$ cat config.mk
export PLATFORM = sky130hd
export DESIGN_NAME = uart_top
export DESIGN_NICKNAME = d
export VERILOG_FILES = /design/src/rtl/uart_pkg.sv /design/src/rtl/uart_fifo.sv /design/src/rtl/uart_top.sv
export SDC_FILE = /design/constraint.sdc
export NUM_CORES = 1
export LEC_CHECK = 0
export ABC_AREA = 1
export BUFFER_PORTS_ARGS = -buffer_cell sky130_fd_sc_hd__buf_2
export CAP_MARGIN = 40
export CELL_PAD_IN_SITES_DETAIL_PLACEMENT = 0
export CELL_PAD_IN_SITES_GLOBAL_PLACEMENT = 1
export CORE_MARGIN = 5
export CORE_UTILIZATION = 55
export DETAILED_ROUTE_END_ITERATION = 10
export PLACE_DENSITY = 0.92
export SLEW_MARGIN = 20
export SYNTH_ARGS = -nofsm -noshare
export SYNTH_HDL_FRONTEND = slang
export SYNTH_SLANG_ARGS = --single-unit
$ cat constraint.sdc
create_clock -name clk -period 4.7 [get_ports clk]
set_input_delay 1.175 -clock clk [delete_from_list [all_inputs] [get_ports clk]]
set_output_delay 1.175 -clock clk [all_outputs]
set_load 0.03 [all_outputs]
$ cat src/rtl/uart_pkg.sv
// uart_pkg: UART default parameters and RX/TX FSM state types shared by uart_top and uart_fifo
package uart_pkg;
  localparam int UART_DBIT = 8;
  localparam int UART_DB_TICK = 16;
  localparam int UART_SB_TICK = 16;
  localparam int UART_DVSR = 27;
  localparam int UART_FIFO_AW = 4;
  typedef enum logic [1:0] {RX_IDLE, RX_START, RX_DATA, RX_STOP} rx_state_t;
  typedef enum logic [1:0] {TX_IDLE, TX_START, TX_DATA, TX_STOP} tx_state_t;
endpackage

$ cat src/rtl/uart_fifo.sv
// uart_fifo: first-word-fall-through FIFO (W x 2**AW); ports clk, rst_n, wr/wdata, rd/rdata (0 when empty), empty, full
module uart_fifo import uart_pkg::*; #(
  parameter int W = 8,
  parameter int AW = UART_FIFO_AW
) (
  input  logic         clk,
  input  logic         rst_n,
  input  logic         wr,
  input  logic         rd,
  input  logic [W-1:0] wdata,
  output logic [W-1:0] rdata,
  output logic         empty,
  output logic         full
);
  localparam int DEPTH = 2 ** AW;
  logic [W-1:0] mem [DEPTH];
  logic [AW-1:0] wptr, rptr;
  logic [AW:0] cnt;
  logic we, re;
  assign empty = cnt == '0;
  assign full = cnt == (AW+1)'(DEPTH);
  assign we = wr & ~full;
  assign re = rd & ~empty;
  assign rdata = empty ? '0 : mem[rptr];
  always_ff @(posedge clk or negedge rst_n)
    if (!rst_n) begin
      wptr <= '0;
      rptr <= '0;
      cnt <= '0;
    end else begin
      wptr <= wptr + AW'(we);
      rptr <= rptr + AW'(re);
      cnt <= cnt + (AW+1)'(we) - (AW+1)'(re);
    end
  always_ff @(posedge clk)
    if (we) mem[wptr] <= wdata;
endmodule

$ cat src/rtl/uart_top.sv
// uart_top: UART with baud gen, RX/TX FSMs, TX/RX FIFOs; ports clk, rst_n, wr_en/wr_data/tx_full, rd_en/rd_data/rx_empty, rx, tx; macro UART_PARITY_EN adds even parity
module uart_top import uart_pkg::*; #(
  parameter int DBIT = UART_DBIT,
  parameter int DB_TICK = UART_DB_TICK,
  parameter int SB_TICK = UART_SB_TICK,
  parameter int DVSR = UART_DVSR,
  parameter int FIFO_AW = UART_FIFO_AW
) (
  input  logic       clk,
  input  logic       rst_n,
  input  logic       wr_en,
  input  logic       rd_en,
  input  logic [7:0] wr_data,
  input  logic       rx,
  output logic       tx,
  output logic [7:0] rd_data,
  output logic       rx_empty,
  output logic       tx_full
);
`ifdef UART_PARITY_EN
  localparam int PB = 1;
`else
  localparam int PB = 0;
`endif
  localparam int NB = DBIT + PB;
  localparam int DW = $clog2(DVSR + 1);
  localparam int SW = $clog2((DB_TICK > SB_TICK ? DB_TICK : SB_TICK) + 1);
  localparam int NW = $clog2(NB + 1);
  logic [DW-1:0] div;
  logic tick;
  logic [1:0] sync;
  logic rx_s;
  assign tick = div == DW'(DVSR - 1);
  assign rx_s = sync[1];
  always_ff @(posedge clk or negedge rst_n)
    if (!rst_n) begin
      div <= '0;
      sync <= 2'b11;
    end else begin
      div <= tick ? '0 : div + 1'b1;
      sync <= {sync[0], rx};
    end
  rx_state_t rs, rs_n;
  logic [SW-1:0] rsc, rsc_n;
  logic [NW-1:0] rn, rn_n;
  logic [NB-1:0] rb, rb_n;
  logic rx_done, rx_full, par_ok;
  logic [7:0] rx_byte;
  always_ff @(posedge clk or negedge rst_n)
    if (!rst_n) begin
      rs <= RX_IDLE;
      rsc <= '0;
      rn <= '0;
      rb <= '0;
    end else begin
      rs <= rs_n;
      rsc <= rsc_n;
      rn <= rn_n;
      rb <= rb_n;
    end
  always_comb begin
    rs_n = rs;
    rsc_n = rsc;
    rn_n = rn;
    rb_n = rb;
    case (rs)
      RX_IDLE: if (!rx_s) begin
        rs_n = RX_START;
        rsc_n = '0;
      end
      RX_START: if (tick) begin
        if (rsc == SW'(DB_TICK / 2 - 1)) begin
          rs_n = rx_s ? RX_IDLE : RX_DATA;
          rsc_n = '0;
          rn_n = '0;
        end else rsc_n = rsc + 1'b1;
      end
      RX_DATA: if (tick) begin
        if (rsc == SW'(DB_TICK - 1)) begin
          rsc_n = '0;
          rb_n = {rx_s, rb[NB-1:1]};
          rn_n = rn + 1'b1;
          if (rn == NW'(NB - 1)) rs_n = RX_STOP;
        end else rsc_n = rsc + 1'b1;
      end
      default: if (tick) begin
        if (rsc == SW'(SB_TICK - 1)) rs_n = RX_IDLE;
        else rsc_n = rsc + 1'b1;
      end
    endcase
  end
  always_comb begin
`ifdef UART_PARITY_EN
    par_ok = ~^rb;
`else
    par_ok = 1'b1;
`endif
    rx_done = rs == RX_STOP && tick && rsc == SW'(SB_TICK - 1) && par_ok;
    rx_byte = 8'(rb[DBIT-1:0]);
  end
  tx_state_t ts, ts_n;
  logic [SW-1:0] tsc, tsc_n;
  logic [NW-1:0] tn, tn_n;
  logic [NB-1:0] tb, tb_n, tx_load;
  logic tx_pop, tx_fempty;
  logic [7:0] tx_head;
`ifdef UART_PARITY_EN
  assign tx_load = {^tx_head[DBIT-1:0], tx_head[DBIT-1:0]};
`else
  assign tx_load = tx_head[DBIT-1:0];
`endif
  always_ff @(posedge clk or negedge rst_n)
    if (!rst_n) begin
      ts <= TX_IDLE;
      tsc <= '0;
      tn <= '0;
      tb <= '0;
    end else begin
      ts <= ts_n;
      tsc <= tsc_n;
      tn <= tn_n;
      tb <= tb_n;
    end
  always_comb begin
    ts_n = ts;
    tsc_n = tsc;
    tn_n = tn;
    tb_n = tb;
    if (tx_pop) begin
      ts_n = TX_START;
      tsc_n = '0;
      tb_n = tx_load;
    end else case (ts)
      TX_START: if (tick) begin
        if (tsc == SW'(DB_TICK - 1)) begin
          ts_n = TX_DATA;
          tsc_n = '0;
          tn_n = '0;
        end else tsc_n = tsc + 1'b1;
      end
      TX_DATA: if (tick) begin
        if (tsc == SW'(DB_TICK - 1)) begin
          tsc_n = '0;
          tb_n = tb >> 1;
          tn_n = tn + 1'b1;
          if (tn == NW'(NB - 1)) ts_n = TX_STOP;
        end else tsc_n = tsc + 1'b1;
      end
      TX_STOP: if (tick) begin
        if (tsc == SW'(SB_TICK - 1)) ts_n = TX_IDLE;
        else tsc_n = tsc + 1'b1;
      end
      default: ;
    endcase
  end
  always_comb begin
    tx_pop = tick && !tx_fempty && (ts == TX_IDLE || (ts == TX_STOP && tsc == SW'(SB_TICK - 1)));
    tx = ts == TX_START ? 1'b0 : ts == TX_DATA ? tb[0] : 1'b1;
  end
  uart_fifo #(.W(8), .AW(FIFO_AW)) u_tx_fifo (
    .clk(clk),
    .rst_n(rst_n),
    .wr(wr_en),
    .rd(tx_pop),
    .wdata(wr_data),
    .rdata(tx_head),
    .empty(tx_fempty),
    .full(tx_full)
  );
  uart_fifo #(.W(8), .AW(FIFO_AW)) u_rx_fifo (
    .clk(clk),
    .rst_n(rst_n),
    .wr(rx_done & ~rx_full),
    .rd(rd_en),
    .wdata(rx_byte),
    .rdata(rd_data),
    .empty(rx_empty),
    .full(rx_full)
  );
endmodule

======== Word level (Yosys, flattened, before mapping) ========
Memory sizes are Yosys's and may differ from the RTL's.
Index checks and enable logic that the tools add are counted.
word-level totals
  flip-flop bits (word level) ............. 71
  latch bits .............................. 0
  bits in writable memories ............... 256
  memory bits (read-only) ................. 0
  output and inout port bits .............. 11
  memories ................................ 2
operators by class
  add/subtract/negate cells ............... 13
  multipliers ............................. 0
  divide/modulo/power cells ............... 0
  order comparisons ....................... 0
  equal/unequal tests ..................... 34
  shifts and indexed selects .............. 0
  multiplexer cells ....................... 56
  bitwise logic cells ..................... 10
  reduce and logical (&&, ||, !) cells .... 29
memory list
  name           depth  bits a word  read ports  clocked after Yosys merged registers in  wr ports  RTL line         text
  u_rx_fifo.mem  16     8            1           0                                        1         uart_fifo.sv:16  logic [W-1:0] mem [DEPTH];
  u_tx_fifo.mem  16     8            1           0                                        1         uart_fifo.sv:16
operators by type and width
  cell                   number
  $mux W5                13
  $mux W8                6
  $mux W2                17
  $mux W4                8
  $ne A3 B2 Y1 const B   8
  $ne A2 B2 Y1 const B   10
  $add A4 B1 Y4          4
  $pmux W4 S2            2
  $reduce_and A8 Y1      2
  $add A5 B1 Y5 const B  3
  $eq A5 B5 Y1 const B   3
  $pmux W5 S3            1
  $pmux W2 S3            2
  $reduce_bool A2 Y1     6
  $add A5 B1 Y5          2
  $eq A5 B4 Y1 const B   2
  $logic_not A5 Y1       2
  $pmux W5 S2            1
  $reduce_and A5 Y1      2
  $sub A5 B1 Y5          2
  $add A4 B1 Y4 const B  2
  $eq A2 B2 Y1 const B   4
  $eq A4 B3 Y1 const B   2
  $mux W1                6
  16 further kinds       32

======== Logic depth before layout (Yosys ltp) ========
Gate-level depths: netlist (run 1).
  depth after elaboration ................. 7
  depth in mapped cells ................... 15

======== By module ========
A second synthesis (run 1) with hierarchy kept.
unflattened totals
  cell total of the unflattened synthesis .. 1346
  area, all modules ....................... 14412.6 sq um
by module, submodules not included
  module                 times used  cells an instance  area an instance (sq um)  seq. area each (sq um)
  uart_fifo (u_tx_fifo)  1           528                5968.2                    4169.0
  uart_fifo (u_rx_fifo)  1           506                5914.4                    4169.0
  uart_top               1           312                2529.9                    1128.6

======== Least setup slack after synthesis (run 1) ========
Ideal clock, no wire load.
  path kind ............................... register -> register
  from .................................... reg u_rx_fifo.cnt[3]
  to ...................................... reg u_rx_fifo.cnt[4]
  arrival ................................. 2.912 ns
  path slack .............................. 1.661 ns
  stages on the path, launching flop included .. 16
  buffers on the path ..................... 0
  cell sequence ........................... dfrtp_1 > inv_1 > ha_1 > nand3_1 > nor2_1 > clkinv_1 > nand2_1 > inv_1 > ha_1 > inv_1 > ha_1 > inv_1 > fa_1 > o21ai_0 > a21oi_1 > xor2_1
RTL lines
  what                    RTL line         text
  from (decl)             uart_fifo.sv:18  logic [AW:0] cnt;
  from (signal assigned)  uart_fifo.sv:33  cnt <= cnt + (AW+1)'(we) - (AW+1)'(re);
  $logic_not A5 Y1        uart_fifo.sv:20  assign empty = cnt == '0;
  via rx_empty            uart_top.sv:17   output logic rx_empty,
  $not A1 Y1              uart_fifo.sv:23  assign re = rd & ~empty;
  $and A1 B1 Y1           uart_fifo.sv:23
  $sub A5 B1 Y5           uart_fifo.sv:33
The timed path passes the listed nets, and every way through them passes these cells.
A chain may end at the register's enable or synchronous reset.

======== Final worst setup path (run 1) ========
  from .................................... reg u_rx_fifo.rptr[1]
  to ...................................... out rd_data[0]
on the way
  longest elaborated chain between the ends .. 2
ends and longest elaborated chain
  what                    RTL line         text
  from (decl)             uart_fifo.sv:17  logic [AW-1:0] wptr, rptr;
  from (signal assigned)  uart_fifo.sv:32  rptr <= rptr + AW'(re);
  $mem_v2 Z16 W8          n/a
  $mux W8                 uart_fifo.sv:24  assign rdata = empty ? '0 : mem[rptr];
  to (decl)               uart_top.sv:16   output logic [7:0] rd_data,
No other way between the ends.

==> results.ini, run 1 <==
[run_status]
status = complete, no violations

[worst_setup_path]
cp_data_arrival_time_ns = 2.69
regToRegStartpoint = u_rx_fifo.cnt[3]$_DFF_PN0_
slowest_stage = dfrtp_1
crit_start = u_rx_fifo.rptr[1]$_DFF_PN0_
required_ns = 3.52
crit_path_start_kind = flop
crit_buf_inv = 3
cp_max_fo = 22
crit_top_cell = a21oi_1
max_stage_delay_ns = 0.72
critical-path-top-delay-family = flip-flops
crit_chain = inv_2, nand2_1, inv_1, a21oi_1, o21ai_0, a21oi_1, nor2_1, buf_2
endpoint_kind = output port
r2r_cells = 15
crit_type = reg -> out
worst-path-stages = 8

[pwr]
p_int_mw = 5.51
p_clk_share_pct = 31.4
p_comb_share_pct = 25.7
power_frac_seq_pct = 42.9
vdd_drop_max_mv = 0.567
p_leak_nw = 6.40
p_switching_mw = 2.69
switching_share_pct = 32.8
powerDensity_nw_per_um2 = 513

[die]
die_height_um = 172
initial_utilization_pct = 55.6
rows = 59
core_um2 = 26000
io_pins = 24
fp.dieW_um = 172
die-area_um2 = 29600

[cells_and_area]
drive_above_1_share_pct = 9.01
final_common_cell = nand2_1
diodes = 0
final_cell_mix = 359 x nand2_1, 256 x edfxtp_1, 132 x inv_1
area_growth_pct = 10.8
fin_nets = 1426
finalInstanceArea_um2 = 16000

[sta]
fmax_mhz = 259
hold_viol_final = 0
tns_ns = 0
setup_viol = 0
layout_min_cycle_time_ns = 3.86
maxSlewHeadroom_pct = 44.4
rsz0062_at_grt = false
drv_slew = 0
holdWs_ns = 0.356
skew_ns = 0.0219
fin_crit_sh_pct = 82.2
tightest_slew_ns = 0.831

[routing]
drc = 0
drtIter0Drc = 929
drt_wl_total_um = 30300
ant_nets = 0
wire_per_inst_um = 17.5
drtPass1Iterations = 5
via_per_inst = 5.49
num_vias = 9524

[clock_tree]
post_cts_buffers = 0
clockRootBuffer = clkbuf_16
cts_tree = built
worstSkewPairLatency_ns = 0.53
cts_sinks = 327
cts_resized = 0
cts_buffers = 34
max-clock-path-buffers = 3
path_clk_slew_ns = 0.06
postCtsHoldBufs = 0
h-tree-depth = 2

[global_routing]
grt-ovfl-total = 0
grt_use_total_pct = 21.0
grt_pass1_wl_um = 48800
first_global_vias = 9286
grt_start_max_net_pins = 66
antenna_found_initial = 0

[placement]
dp_hpwl_um = 19300
placed_area_um2 = 14900
portBuffers = 23
gp_congestion = 0.897

[min_path]
hp-class = reg -> reg
min_from = sync[0]$_DFF_PN1_
whs_path_depth = 0

[logic_synthesis]
synth-seq-cells = 327
ys_warn_count = 0
synth.cell_area_um2 = 14400
seq_area_frac_synth_pct = 65.6
synth.distinct_cells = 40
syn_area_per_cell_um2 = 10.7
netlist_instances = 1343
synth_nets = 1396

[run]
maxCapViolCount = 0

worst register-to-register path, delay by kind of cell, from the launching register on:
family,cells,cell delay (ns)
AOI/OAI and AO/OA,2,0.29
xor gates and xnor gates,1,0.14
adders and majority gates,4,1.03
buffers and inverters,5,0.63
DFF,1,0.39
and+or+nand+nor,3,0.41
per-stage QoR:
| step | std cells | worst slack [ns] | total power [mW] | utilization [%] |
|---|---|---|---|---|
| 6_report | 1734 | 0.838 | 8.20 | 61.5 |
| 5_1_grt | 1734 | 0.649 | 8.66 | 61.5 |
| 4_1_cts | 1730 | 0.898 | 8.24 | 61.4 |
| 3_5_place_dp | 1668 | 1.45 | 5.67 | 57.3 |
| 3_3_place_gp | 1660 | 1.42 | 5.60 | 56.9 |
| 2_1_floorplan | 1343 | 1.66 | 5.12 | - |
sequential cells by signal, summed over array words and instances (netlist names):
name            flops
u_tx_fifo.wptr      4
rsc                 5
rb                  8
u_tx_fifo.rptr      4
tb                  8
u_rx_fifo.mem     128
u_tx_fifo.mem     128
div                 5
rs                  2
sync                2
tn                  4
u_rx_fifo.rptr      4
u_rx_fifo.wptr      4
tsc                 5
rn                  4
u_rx_fifo.cnt       5
ts                  2
u_tx_fifo.cnt       5
metal layers:
| metal | global-route usage [%] | part of all wire [%] | up-vias | wire, um |
|---|---|---|---|---|
| met5 | 0 | 0 | - | 0 |
| met3 | 3.48 | 6.1 | 56 | 1850 |
| met2 | 36.4 | 50 | 317 | 15200 |
| li1 | - | - | 4570 | - |
| met4 | 6.02 | 2.5 | 0 | 743 |
| met1 | 27.5 | 41 | 4581 | 12500 |
Yosys cell counts (all sizes together):
master    n  area share (%)
nand2   360             9.4
edfxtp  256              53
nand3   140             5.4
inv     135             3.5
nor2    103             2.9
o21ai    72             2.6
dfrtp    69              12
a21oi    50             1.8
ha       38             3.3
buf      36             1.5
xor2     19             1.2
o22ai    14            0.61
clkbuf   13            0.34
nor3      8            0.28
mux2i     7            0.49
nand4     7            0.30
clkinv    3           0.078
o21a      3            0.16
dfstp     2            0.36
fa        2            0.28
or2       2           0.087
xnor2     2            0.12
mux2      1           0.078
nand3b    1           0.052
area by class of cell:
| cell class | instances | area (um^2) |
|---|---|---|
| tap | 335 | 419 |
| clock buffer | 39 | 891 |
| inverter | 138 | 518 |
| timing repair buffer | 43 | 308 |
| sequential | 327 | 9470 |
| fill | 2041 | 9990 |
| multi-input combinational | 829 | 4190 |
| clock inverter | 23 | 193 |
final timing paths:
check / endpoint / slack, ns
max: rd_data[0] / 0.84
min: sync[1]$_DFF_PN1_ / 0.36
max reg2reg: u_rx_fifo.cnt[4]$_DFF_PN0_ / 1.70
min reg2reg: sync[1]$_DFF_PN1_ / 0.36
max in group asynchronous: sync[0]$_DFF_PN1_ / 3.52
min in group asynchronous: u_rx_fifo.cnt[4]$_DFF_PN0_ / 0.58
cell families (layout without fill, tap and decap cells):
group / after synthesis / in the layout / synth area share (%)
compound gates: 139 / 139 / 5.20
flops: 327 / 327 / 65.6
fa+ha+maj: 40 / 40 / 3.57
buf+inv: 187 / 243 / 5.38
mux: 8 / 8 / 0.563
xor+xnor: 21 / 21 / 1.27
simple gates: 621 / 621 / 18.4
power by group through the flow:
stage	registers, mW	clock network (mW)	logic (mW)
final	3.52	2.57	2.11
after global routing	3.54	2.75	2.37
after CTS	3.52	2.62	2.11
after detailed placement	3.57	0	2.10
after global placement	3.57	0	2.03
after floorplan	3.51	0	1.61
Power figures use the tool's default switching activity.
==> run 2, diff against run 1 <==
Settings changed: CORE_UTILIZATION 55 to 51, PLACE_DENSITY 0.92 to 0.87.
Clock period 4.7 ns to 4 ns, I/O delays scaled along.
==> results.ini, run 2 (same netlist as run 1, synthesis figures left out) <==
[placement]
gp_congestion = 0.861  ; -4.1%
dp_hpwl_um = 18400  ; -4.3%
portBuffers = 23  ; unchanged

[global_routing]
grt_pass1_wl_um = 47200  ; -3.3%
first_global_vias = 8952  ; -3.6%
grt_start_max_net_pins = 66  ; unchanged
grt-ovfl-total = 0  ; unchanged
grt_use_total_pct = 18.9  ; -2.1 points
antenna_found_initial = 0  ; unchanged

[worst_setup_path]
cp_max_fo = 65  ; +200%
max_stage_delay_ns = 0.56  ; -0.16 ns
cp_data_arrival_time_ns = 2.46  ; -0.23 ns
required_ns = 3.00  ; -0.52 ns
crit_chain = buf_4, o21ai_0, o22ai_1, nand2_1, nand2_1, nand2_1, nor2_1, buf_2
regToRegStartpoint = u_rx_fifo.cnt[3]$_DFF_PN0_
crit_type = reg -> out
reg2reg_slack_ns = 1.05  ; -0.65 ns
crit_start = u_rx_fifo.rptr[0]$_DFF_PN0_
crit_path_start_kind = flop
crit_top_cell = nand2_1
endpoint_kind = output port
slowest_stage = buf_4

[cells_and_area]
diodes = 0  ; unchanged
multi_input_area_um2 = 4190  ; unchanged
final_common_cell = nand2_1
fin_nets = 1422  ; -0.28%
final_cell_mix = 359 x nand2_1, 256 x edfxtp_1, 132 x inv_1
regArea_um2 = 9470  ; unchanged
drive_above_1_share_pct = 8.60  ; -0.41 points
nFillCells = 2258  ; +11%
largestRegisters = u_rx_fifo.mem (128), u_tx_fifo.mem (128)
area_growth_pct = 11.8

[min_path]
hp-class = reg -> reg
min_from = sync[0]$_DFF_PN1_

[sta]
drv_slew = 0  ; unchanged
tightest_slew_ns = 0.832  ; +0.000437 ns
fmax_mhz = 289
maxSlewHeadroom_pct = 44.3  ; about the same
rsz0062_at_grt = false
setup_viol = 0  ; unchanged
hold_viol_final = 0  ; unchanged
layout_min_cycle_time_ns = 3.46
skew_ns = 0.0193  ; -0.00262 ns
tns_ns = 0  ; unchanged
fin_crit_sh_pct = 86.5
holdWs_ns = 0.344  ; -0.0116 ns

[clock_tree]
cts_sinks = 327  ; unchanged
worstSkewPairLatency_ns = 0.52  ; about the same
clockRootBuffer = clkbuf_16
cts_resized = 0  ; unchanged
path_clk_slew_ns = 0.06  ; about the same
cts_buffers = 35  ; +2.9%
max-clock-path-buffers = 3  ; unchanged
cts_tree = built
post_cts_buffers = 0  ; unchanged
h-tree-depth = 2  ; unchanged
postCtsHoldBufs = 0  ; unchanged

[run_status]
status = complete, no violations

[routing]
drc = 0  ; unchanged
via_per_inst = 5.22  ; -4.9%
drtPass1Iterations = 5  ; unchanged
drtIter0Drc = 702  ; -24%
ant_nets = 0  ; unchanged
drt_wl_total_um = 29400  ; -3.0%
wire_per_inst_um = 16.6  ; -5.1%
num_vias = 9268  ; -2.7%

[pwr]
powerDensity_nw_per_um2 = 619  ; +21%
vdd_drop_max_mv = 0.416  ; -27%
p_leak_nw = 6.44  ; +0.68%

[die]
initial_utilization_pct = 51.8  ; -3.7 points
die_height_um = 178  ; +3.6%
io_pins = 24  ; unchanged
core_um2 = 27900  ; +7.2%
fp.dieW_um = 178  ; +3.6%
rows = 61  ; +3.4%
die-area_um2 = 31800  ; +7.4%

[run]
maxCapViolCount = 0  ; unchanged

## run 2: changes by cell type in the layout (fill, tap and decap cells not counted), sizes merged
cell,before,now
clkinvlp,5,1
bufinv,2,6
clkbuf,39,45
clkinv,19,14
buf,43,38
inv,135,136
## run 2: metrics by stage
| step | power (mW) | instances | utilization [%] | setup WS (ns) | cell area, um^2 |
|---|---|---|---|---|---|
| after CTS | 10.0 | 1770 | 57.8 | 0.503 | 16100 |
| after global routing | 10.6 | 1774 | 57.9 | 0.367 | 16100 |
| after detailed placement | 6.70 | 1706 | 53.5 | 1.07 | 14900 |
| final | 9.98 | 1774 | 57.9 | 0.541 | 16100 |
| after global placement | 6.65 | 1703 | 53.3 | 1.11 | 14800 |
| after floorplan | 6.02 | 1343 | - | 0.961 | 14400 |
## run 2: worst paths after layout
kind                                                    end  cells after the start
worst max-delay path                             rd_data[3]                      8
worst min-delay path                      sync[1]$_DFF_PN1_                      0
worst max register to register   u_rx_fifo.cnt[4]$_DFF_PN0_                     15
worst min register to register            sync[1]$_DFF_PN1_                      0
max in group asynchronous       u_tx_fifo.rptr[0]$_DFF_PN0_                      2
min in group asynchronous        u_rx_fifo.cnt[4]$_DFF_PN0_                      1
## run 2: layer usage
| layer | global-route usage, % | share of wire (%) | up-vias |
|---|---|---|---|
| met2 | 32.4 | 49 | 262 |
| met5 | 0 | 0 | - |
| li1 | - | - | 4565 |
| met3 | 2.80 | 5.5 | 67 |
| met1 | 24.8 | 42 | 4374 |
| met4 | 6.84 | 3.2 | 0 |
## run 2: where the power goes
part | internal, mW | switching (mW)
Sequential | 3.95 | 0.173
Combinational | 0.775 | 1.74
Clock | 2.06 | 1.28
Total | 6.79 | 3.19
## run 2: critical path: cells and delay by family (launching register included)
family | cells | cell delay (ns)
and+or+nand+nor | 4 | 0.31
buffers and inverters | 2 | 0.76
AOI/OAI and AO/OA | 2 | 0.50
DFF | 1 | 0.35
## run 2: layout make-up
cell class              count  area share, %
repair buffers             38           1.75
inverters                 138           3.21
clock buffers              45           5.85
multi-input cells         829           26.0
flip-flops and latches    327           58.7
well taps                 378           2.93
clock inverters            19           1.59
==> run 3, diff against run 2 <==
Settings changed: BUFFER_PORTS_ARGS -buffer_cell sky130_fd_sc_hd__buf_2 to -buffer_cell sky130_fd_sc_hd__buf_4.
==> results.ini, run 3 (same netlist as run 1, synthesis figures left out) <==
[run_status]
status = complete, no violations

[cells_and_area]
area_growth_pct = 12.0
diodes = 0  ; unchanged
finalInstanceArea_um2 = 16200  ; +0.20%
largestRegisters = u_rx_fifo.mem (128), u_tx_fifo.mem (128)
final_common_cell = nand2_1
instances_no_fill = 1780  ; +0.34%
final_cell_mix = 359 x nand2_1, 256 x edfxtp_1, 131 x inv_1
regArea_um2 = 9470  ; unchanged
multi_input_area_um2 = 4190  ; unchanged
nFillCells = 2312  ; +2.4%
fin_nets = 1429  ; +0.49%
drive_above_1_share_pct = 9.06  ; +0.46 points

[clock_tree]
cts_buffers = 35  ; unchanged
post_cts_buffers = 0  ; unchanged
cts_resized = 0  ; unchanged
postCtsHoldBufs = 0  ; unchanged
h-tree-depth = 2  ; unchanged
cts_tree = built
clockRootBuffer = clkbuf_16
worstSkewPairLatency_ns = 0.51  ; about the same
path_clk_slew_ns = 0.06  ; about the same
cts_sinks = 327  ; unchanged
max-clock-path-buffers = 3  ; unchanged

[worst_setup_path]
crit_top_cell = nand2_1
slowest_stage = buf_4
crit_chain = buf_4, o21ai_0, o22ai_1, nand2_1, nand2_1, nand2_1, nor2_1, buf_4
crit_type = reg -> out
cp_max_fo = 65  ; unchanged
crit_path_start_kind = flop
crit_start = u_rx_fifo.rptr[0]$_DFF_PN0_
cp_data_arrival_time_ns = 2.51  ; +0.05 ns
regToRegStartpoint = u_rx_fifo.cnt[2]$_DFF_PN0_
max_stage_delay_ns = 0.55  ; about the same
critical-path-top-delay-family = buffers and inverters
required_ns = 3.00  ; about the same
endpoint_kind = output port
crit_buf_inv = 2  ; unchanged

[sta]
maxSlewHeadroom_pct = 44.7  ; +0.32 points
fin_crit_sh_pct = 87.7  ; +1.2 points
drv_slew = 0  ; unchanged
tightest_slew_ns = 0.827  ; -0.00473 ns
setup_viol = 0  ; unchanged
skew_ns = 0.0235  ; +0.00424 ns
hold_viol_final = 0  ; unchanged
fmax_mhz = 285  ; -1.4%
holdWs_ns = 0.356  ; +0.0118 ns
rsz0062_at_grt = false
tns_ns = 0  ; unchanged
layout_min_cycle_time_ns = 3.51  ; +0.0482 ns

[pwr]
p_leak_nw = 6.47  ; +0.49%
vdd_drop_max_mv = 0.427  ; +2.6%
powerDensity_nw_per_um2 = 610  ; -1.4%

[placement]
placed_area_um2 = 15000  ; +0.39%
dp_cells = 1708  ; +0.12%
portBuffers = 23  ; unchanged
gp_congestion = 0.784  ; -8.9%
dp_hpwl_um = 18600  ; +1.0%

[die]
io_pins = 24  ; unchanged
core_um2 = 27900  ; unchanged
die_height_um = 178  ; unchanged
initial_utilization_pct = 51.8  ; unchanged
die-area_um2 = 31800  ; unchanged
fp.dieW_um = 178  ; unchanged
rows = 61  ; unchanged

[global_routing]
antenna_found_initial = 0  ; unchanged
grt_use_total_pct = 19.3  ; +0.39 points
first_global_vias = 9280  ; +3.7%
grt_pass1_wl_um = 48400  ; +2.6%
grt-ovfl-total = 0  ; unchanged
grt_start_max_net_pins = 66  ; unchanged

[routing]
met2_length_um = 15100  ; +4.7%
via_per_inst = 5.29  ; +1.2%
drc = 0  ; unchanged
highest_layer = met4
drt_wl_total_um = 30300  ; +3.0%
wl_met3_um = 1650  ; +2.5%
drtPass1Iterations = 6  ; +1
wire_per_inst_um = 17.0  ; +2.6%
num_vias = 9410  ; +1.5%
routedLengthMet1_um = 12800  ; +3.1%
drtIter0Drc = 785  ; +12%
ant_nets = 0  ; unchanged

[run]
maxCapViolCount = 0  ; unchanged

[min_path]
hp-class = reg -> reg
min_from = sync[0]$_DFF_PN1_

==> run 3: power by group <==
| part | switching, mW | leakage, nW | total, mW | internal (mW) |
|---|---|---|---|---|
| registers | 0.159 | 2.92 | 4.11 | 3.95 |
| logic | 1.75 | 2.99 | 2.57 | 0.827 |
| clock network | 1.27 | 0.561 | 3.18 | 1.91 |
==> run 3: metrics by stage <==
stage / total power, mW / setup WS, ns / util, %
2_1_floorplan: 6.02 / 0.961 / -
3_3_place_gp: 6.68 / 1.13 / 53.4
3_5_place_dp: 6.74 / 1.08 / 53.7
4_1_cts: 9.94 / 0.494 / 57.8
5_1_grt: 10.4 / 0.334 / 58.0
6_report: 9.87 / 0.493 / 58.0
==> run 3: cell type report <==
cell class                 count  share of cell area [%]
sequential                   327                    58.6
multi-input combinational    829                    25.9
clock buffer                  42                    5.71
inverter                     138                    3.20
tap                          378                    2.93
timing repair buffer          45                    2.34
clock inverter                21                    1.33
==> run 3: worst paths after layout <==
check	to	slack (ns)	cells after the start
setup reg to reg	u_rx_fifo.cnt[4]$_DFF_PN0_	1.10	15
setup / recovery	rd_data[3]	0.49	8
hold / removal	sync[1]$_DFF_PN1_	0.36	0
min in group asynchronous	u_rx_fifo.cnt[3]$_DFF_PN0_	0.41	1
hold reg to reg	sync[1]$_DFF_PN1_	0.36	0
max in group asynchronous	u_tx_fifo.rptr[0]$_DFF_PN0_	3.01	2
==> run 3: routing by layer <==
| layer | up-vias | track usage (%) |
|---|---|---|
| met5 | - | 0 |
| met4 | 0 | 5.88 |
| met3 | 49 | 2.63 |
| met2 | 307 | 33.5 |
| met1 | 4482 | 25.5 |
| li1 | 4572 | - |
